--- config.mk ---
export PLATFORM = sky130hd
export DESIGN_NAME = traffic_phase_ctrl
export DESIGN_NICKNAME = d
export VERILOG_FILES = /design/src/rtl/traffic_phase_ctrl.sv
export SDC_FILE = /design/constraint.sdc
export NUM_CORES = 1
export LEC_CHECK = 0
export CORE_UTILIZATION = 40
export CTS_CLUSTER_SIZE = 28
export DETAILED_ROUTE_END_ITERATION = 12
export HOLD_SLACK_MARGIN = 0.03
export PLACE_DENSITY = 0.69
export SYNTH_ARGS = -nofsm -noshare
export SYNTH_HDL_FRONTEND = slang
export SYNTH_SLANG_ARGS = --single-unit
--- constraint.sdc ---
create_clock -name clk -period 2.1 [get_ports clk]
set_input_delay 0.21 -clock clk [delete_from_list [all_inputs] [get_ports clk]]
set_output_delay 0.21 -clock clk [all_outputs]
set_load 0.1 [all_outputs]
--- src/rtl/traffic_phase_ctrl.sv ---
// traffic_phase_ctrl
//   N-phase traffic-light sequencer. Each approach runs green -> yellow ->
//   optional all-red clearance, then hands over to the next approach.
//   Green length is per phase. An advance request (N) ends the green early
//   once the minimum green time has elapsed.
//
// Parameters
//   PHASES : number of approaches (>= 2)
//   CW     : counter width, must hold the largest duration
//   GREEN  : packed PHASES x CW green durations, phase p at [p*CW +: CW]
//   YELLOW : yellow duration in cycles (>= 1)
//   ALLRED : all-red clearance in cycles, 0 removes the all-red state
//   MIN_G  : minimum green before N is honoured (>= 1)
//   PW     : width of the phase index
//
// Ports
//   clk   : 1 Hz tick clock
//   rst   : synchronous active-high reset
//   N     : advance request
//   grn   : one-hot green lamps, bit p = approach p
//   yel   : one-hot yellow lamps
//   phase : index of the active approach
//   start : one-cycle pulse on the first cycle of every green not loaded by reset
module traffic_phase_ctrl #(
  parameter int                   PHASES = 3,
  parameter int                   CW     = 12,
  parameter logic [PHASES*CW-1:0] GREEN  = {CW'(13), CW'(4), CW'(10)},
  parameter int                   YELLOW = 3,
  parameter int                   ALLRED = 1,
  parameter int                   MIN_G  = 2,
  parameter int                   PW     = $clog2(PHASES)
) (
  input  logic              clk,
  input  logic              rst,
  input  logic              N,
  output logic [PHASES-1:0] grn,
  output logic [PHASES-1:0] yel,
  output logic [PW-1:0]     phase,
  output logic              start
);

  typedef enum logic [1:0] {
    S_GREEN  = 2'd0,
    S_YELLOW = 2'd1,
    S_ALLRED = 2'd2
  } state_t;

  localparam logic [CW-1:0] MIN_M1 = CW'(MIN_G - 1);
  localparam logic [CW-1:0] YEL_M1 = CW'(YELLOW - 1);
  localparam logic [CW-1:0] AR_M1  = (ALLRED > 0) ? CW'(ALLRED - 1) : '0;
  localparam logic [PW-1:0] LAST   = PW'(PHASES - 1);
  localparam bit            HAS_AR = (ALLRED > 0);

  state_t          state, state_n;
  logic [PW-1:0]   phase_n;
  logic [CW-1:0]   cnt, cnt_n;
  logic            pend, pend_n;

  logic [PHASES-1:0] grn_n, yel_n;
  logic              start_n;

  // Terminal count (duration - 1) of every phase's green, indexed by phase.
  logic [CW-1:0] green_m1 [PHASES];
  logic [CW-1:0] g_m1;
  logic [PW-1:0] next_ph;

  for (genvar p = 0; p < PHASES; p++) begin : g_green_tab
    assign green_m1[p] = GREEN[p*CW +: CW] - CW'(1);
  end

  assign g_m1    = green_m1[phase];
  assign next_ph = (phase == LAST) ? '0 : phase + PW'(1);

  // ---------------------------------------------------------------------------
  // State register
  // ---------------------------------------------------------------------------
  always_ff @(posedge clk) begin
    if (rst) begin
      state <= S_GREEN;
      phase <= '0;
      cnt   <= '0;
      pend  <= 1'b0;
    end else begin
      state <= state_n;
      phase <= phase_n;
      cnt   <= cnt_n;
      pend  <= pend_n;
    end
  end

  // ---------------------------------------------------------------------------
  // Next-state logic
  // ---------------------------------------------------------------------------
  always_comb begin
    state_n = state;
    phase_n = phase;
    cnt_n   = cnt + CW'(1);
    pend_n  = pend;
    unique case (state)
      S_GREEN: begin
        // pend can only be set below MIN_M1, so "pend and cnt >= MIN_M1"
        // fires exactly at cnt == MIN_M1.
        if ((cnt == g_m1) || ((cnt >= MIN_M1) && (N || pend))) begin
          state_n = S_YELLOW;
          cnt_n   = '0;
          pend_n  = 1'b0;
        end else if (N) begin
          pend_n = 1'b1;
        end
      end
      S_YELLOW: begin
        if (cnt == YEL_M1) begin
          cnt_n = '0;
          if (HAS_AR) begin
            state_n = S_ALLRED;
          end else begin
            state_n = S_GREEN;
            phase_n = next_ph;
          end
        end
      end
      S_ALLRED: begin
        if (cnt == AR_M1) begin
          state_n = S_GREEN;
          phase_n = next_ph;
          cnt_n   = '0;
        end
      end
      default: begin
        state_n = S_GREEN;
        phase_n = '0;
        cnt_n   = '0;
        pend_n  = 1'b0;
      end
    endcase
  end

  // ---------------------------------------------------------------------------
  // Output decode: built from the next state so the lamps are registered and
  // line up with the state they describe.
  // ---------------------------------------------------------------------------
  always_comb begin
    grn_n   = '0;
    yel_n   = '0;
    start_n = (state_n == S_GREEN) && (state != S_GREEN);
    case (state_n)
      S_GREEN:  grn_n[phase_n] = 1'b1;
      S_YELLOW: yel_n[phase_n] = 1'b1;
      default:  ;
    endcase
  end

  always_ff @(posedge clk) begin
    if (rst) begin
      grn   <= PHASES'(1);
      yel   <= '0;
      start <= 1'b0;
    end else begin
      grn   <= grn_n;
      yel   <= yel_n;
      start <= start_n;
    end
  end

endmodule

### Word-level counts from Yosys, hierarchy flattened

Cells that the tools add are included.

* input bits: 3
* word-level logic and storage cells: 59
* output and inout bits: 9
* register bits after elaboration: 24

* magnitude comparators: 4
* multiplexer cells: 20
* bitwise operators: 4
* reductions and logical operators: 14
* add/sub/neg operators: 2
* eq/ne operators: 7

Operators with widths (count)
* $mux W12: 5
* $pmux W12 S3: 1
* $bmux W12 S2: 1
* $add A12 B1 Y12 const B: 1
* $eq A12 B12 Y1: 1
* $eq A12 B2 Y1 const B: 1
* $ge A12 B1 Y1 const B: 1
* $logic_not A12 Y1: 1
* $mux W2: 5
* $reduce_or A2 Y1: 4
* $pmux W2 S3: 1
* $eq A2 B1 Y1 const B: 2
* $eq A2 B2 Y1 const B: 2
* $logic_not A2 Y1: 2
* $mux W1: 4
* $pmux W2 S2: 1
* $ge A3 B3 Y1 const B: 1
* $logic_and A1 B1 Y1: 3
* $lt A2 B3 Y1 const B: 1
* $ne A3 B3 Y1 const B: 1
* $not A1 Y1: 3
* $not A2 Y3: 1
* $add A2 B1 Y2 const B: 1
* $demux W1 S2: 1
* other kinds (5): 6

### Logic depth before layout (Yosys ltp)

* word-level depth: 11
* gate-level depth with buffers: 9

### Worst setup path before layout

Ideal clock, no wire load.

* kind: register to register
* start point: reg phase[1]
* end point: reg grn[2]
* setup time: 0.116 ns
* data required time: 1.984 ns
* data arrival time: 2.311 ns
* path buffers: 1
* stages on the path, launching flop included: 8
* path slack: -0.328 ns
* cell sequence: dfxtp_1 -> clkbuf_8 -> and2b_2 -> nand4_1 -> a31o_1 -> a22o_2 -> a2bb2oi_2 -> and3_2

* longest elaborated chain between the ends: 11
* elaborated cells between the ends (all ways): 21
* those cells by class: 1 x add/sub; 2 x order compare; 2 x eq/ne; 10 x mux; 2 x bitwise; 4 x reduce/logical

Ends and longest elaborated chain
* start: declaration: RTL line 38 `output logic [PW-1:0] phase,`
* start signal: assignment: RTL line 85 `phase <= phase_n;`
* $not A2 Y3 (implied by the code): RTL line 71 `assign g_m1 = green_m1[phase];`
* $bmux W12 S2: RTL line 71
* $mux W12 (implied by the code) (2 in series): RTL line 71
* $eq A12 B12 Y1: RTL line 103 `if ((cnt == g_m1) || ((cnt >= MIN_M1) && (N || pend))) begin`
* $logic_or A1 B1 Y1: RTL line 103
* $mux W2: RTL line 103
* $pmux W2 S3: RTL line 99 `unique case (state)`
* $logic_not A2 Y1: RTL line 146 `case (state_n)`
* $not A1 Y1 (no source line)
* $reduce_or A2 Y1 (no source line)
* end signal: assignment: RTL line 159 `grn <= grn_n;`
* end: declaration: RTL line 36 `output logic [PHASES-1:0] grn,`

Several ways; a longest one is shown, not always the timed one. The select of a mux whose other input is x is not followed.
A chain may end at the register's enable or synchronous reset.

### Final worst setup path

* start point: reg cnt[0]
* end point: reg yel[2]

* longest elaborated chain between the ends: 8
* elaborated cells between the ends (all ways): 20
* those cells by class: 3 x order compare; 3 x eq/ne; 8 x mux; 1 x bitwise; 5 x reduce/logical

Ends and longest elaborated chain
* start: declaration: RTL line 56 `logic [CW-1:0] cnt, cnt_n;`
* start signal: assignment: RTL line 86 `cnt <= cnt_n;`
* $ge A12 B1 Y1: RTL line 103
* $logic_and A1 B1 Y1: RTL line 103
* $logic_or A1 B1 Y1: RTL line 103
* $mux W2: RTL line 103
* $pmux W2 S3: RTL line 99
* $eq A2 B1 Y1: RTL line 146
* $not A1 Y1 (no source line)
* $reduce_or A2 Y1 (no source line)
* end signal: assignment: RTL line 160 `yel <= yel_n;`
* end: declaration: RTL line 37 `output logic [PHASES-1:0] yel,`

Several ways; a longest one is shown, not always the timed one.

==> run_results.csv <==
group,metric,value,unit
outcome,status,"finished, final reports clean",
power_and_ir_drop,switchingPower,709.6,uW
global_routing,antenna_found_initial,0,
floorplan,io_pins,12,
yosys,synthTopCellsByArea,"dfxtp_1 36%, ha_1 9.3%, nor2_1 5.9%",
floorplan,dieArea,3595,um2
worst_setup_path,path_delay_family,"compound AO/OA/AOI/OAI gates",
clock_network,path_clk_slew,0.13,ns
worst_setup_path,critPathArrivalTime,2.21,ns
clock_network,h-tree-depth,1,
clock_network,insertion_delay,0.31,ns
worst_setup_path,worstRegToRegCells,8,
power_and_ir_drop,p_per_area,1060,nW/um2
floorplan,die_w,59.96,um
hold_path,hold_path.class,"reg2reg",
route,postRouteAntennaNets,0,
timing,fmax,513.9,MHz
hold_path,hold_depth,2,
timing,finalSetupViolCount,0,
power_and_ir_drop,p_sw_frac,0.4322,
worst_setup_path,path_depth,8,
route,dr.first_iter.drc_count,20,
route,firstDrtPassIters,4,
final_layout,antenna_cells,0,
worst_setup_path,crit_path_end_kind,"flip-flop",
timing,tightest_slew,0.4121,ns
yosys,synth_cell_types,43,
timing,skew,0.001843,ns
timing,grt_setup_unrepaired,"no",
clock_network,cts-root-buf,"clkbuf_4",
power_and_ir_drop,pwr-share-comb,0.545,
worst_setup_path,cpMaxStageDelayCell,"a211o_4",
power_and_ir_drop,internal_power,932.3,uW
global_routing,track_usage,0.1529,
floorplan,die_h,59.96,um
yosys,syn-instance-count,145,
clock_network,cts_tree,"done",
yosys,ys_seq_area_frac,0.3575,
yosys,synth_top_area_frac,0.3575,
global_routing,grt_pass1_wl,4202,um
route,routed_wl,2495,um
timing,min_period,1.946,ns
global_routing,grt_pass1_vias,984,
place,portBuffers,11,
worst_setup_path,startpoint_type,"flip-flop",
power_and_ir_drop,power_frac_seq,0.332,
worst_setup_path,critical_path_class,"reg2reg",
yosys,synth_warnings,0,
yosys,syn-mean-instance-area,9.268,um2
worst_setup_path,cp_num_buf_inv,1,
clock_network,cts_buffers,3,
yosys,ys.flop_type,"dfxtp_1",
route,viasPerCell,5.160,
timing,final-max-slew-violation-count,0,
final_layout,nets,177,
route,drcViolationCount,0,
global_routing,grt_max_degree,13,
worst_setup_path,crit_chain,"inv_1 -> ha_1 -> nor4b_1 -> a31oi_1 -> and2b_2 -> a211o_4 -> a21oi_2 -> and4b_1",
floorplan,rows,20,
yosys,synth.cells.most_frequent,"24 x dfxtp_1, 21 x nor2_1, 10 x ha_1",
floorplan,coreArea,3128,um2
timing,post-route-period-util,0.9267,
clock_network,clkSinkCount,24,
place,hpwlAfterDp,1818,um
worst_setup_path,required,2.36,ns
timing,postLayoutSetupSlackWorst,0.1540,ns
clock_network,cts.hold.buffers_added,0,
yosys,yosysMostFrequentCell,"dfxtp_1",
route,wl_per_cell,12.11,um
place,gp_congestion,0.8290,
run,maxCapViolations,0,
yosys,synth_seq_cells,24,
final_layout,final_core_util,0.4952,
final_layout,syn2layout_area_growth,15.27,%
yosys,ys_async_sr_fraction,0,
yosys,syn-num-nets,158,
place,dpl_worst_slack,0.1247,ns
worst_setup_path,slowest_delay,0.36,ns
timing,setup_tns,0,ns
global_routing,overflow,0,
worst_setup_path,worstPathMaxFanout,3,
yosys,syn_area,1344,um2
yosys,synth_top_area_cell,"dfxtp_1",
route,vias,1063,
power_and_ir_drop,peakVddDrop,425.0,uV
power_and_ir_drop,leakagePower,0.6291,nW
timing,hold_viol_final,0,
final_layout,layout-drive-gt1-share,0.2469,
clock_network,cts_buffer_depth,2,
power_and_ir_drop,pwr-share-clk,0.123,
floorplan,initial_utilization,0.4296,
yosys,synth_edf_count,0,
timing,slew_headroom,0.7252,
==> worst paths after layout <==
check                     from           endpoint  slack [ns]
max          cnt[0]$_SDFF_PP0_  yel[2]$_SDFF_PP0_        0.15
min          pend$_SDFFE_PP0P_  pend$_SDFFE_PP0P_        0.53
max reg2reg  cnt[0]$_SDFF_PP0_  yel[2]$_SDFF_PP0_        0.15
min reg2reg  pend$_SDFFE_PP0P_  pend$_SDFFE_PP0P_        0.53
==> stage by stage <==
stage               cell area (um2)  cells  hold slack (ns)  total power [mW]
floorplan                      1346    145           0.4292             1.206
global placement               1469    199           0.5002             1.363
detailed placement             1469    199           0.5127             1.380
CTS                            1491    202           0.5311             1.582
global route                   1549    206           0.5897             1.758
finish                         1549    206           0.5275             1.642
==> kinds of logic (layout without fill, tap and decap cells) <==
kind of cell / count (synthesis) / count (layout) / share of synthesized area
and+or+nand+nor: 65 / 65 / 0.2924
DFF: 24 / 24 / 0.3575
AOI/OAI and AO/OA: 22 / 22 / 0.1257
buffers and inverters: 13 / 30 / 0.05959
xor gates and xnor gates: 11 / 11 / 0.07169
adders and majority gates: 10 / 10 / 0.09311
==> state kept, by name (all words and copies together) (netlist names) <==
signal  cells
cnt        12
grn         3
pend        1
phase       2
start       1
state       2
yel         3
==> power groups by stage <==
stage / Combinational, mW / Sequential [mW] / Clock, mW
floorplan: 0.463 / 0.743 / 0
finish: 0.895 / 0.546 / 0.202
detailed placement: 0.823 / 0.557 / 0
CTS: 0.826 / 0.546 / 0.210
global placement: 0.807 / 0.556 / 0
global route: 0.969 / 0.556 / 0.233
==> routing by layer <==
metal  vias up  part of all wire  global-route usage
met1       498              0.44              0.1748
met3         0             0.029             0.03030
li1        544                 -                   -
met4         0                 0             0.04319
met2        21              0.53              0.2841
met5         -                 0                   0
==> area by class of cell <==
class	instances	area, um2
flip-flops and latches	24	483.0
inverters	8	30.03
well taps	44	55.05
repair buffers	19	147.6
clock buffers	3	22.52
multi-input cells	108	810.8
fillers	293	1579
==> placed cells by master (no fill, tap or decap), types with 2 or more instances in the layout <==
cell	count
xor2_1	6
nand2_1	5
and3_2	2
nand4_1	5
nor2_1	21
xnor2_1	5
inv_1	8
and2b_2	3
a22oi_1	2
ha_1	10
buf_4	17
a31oi_1	2
and3_1	4
dfxtp_2	2
nor3b_1	2
o21ai_0	3
a21oi_1	2
clkbuf_4	3
and2_2	3
clkdlybuf4s50_1	2
nor3_1	4
nand3_1	6
dfxtp_1	22
nor4_4	2
==> tightest hold or removal path: stages, from the launching register on <==
cell	delay (ns)
dfxtp_1	0.33
a21oi_1	0.11
nor3_1	0.06
==> repair_timing <==
item	in CTS	in global routing
buffers inserted	0	4
gates resized for setup	0	3
endpoints found under the setup margin	0	3
Note: power is estimated with default switching activity, not from simulation.
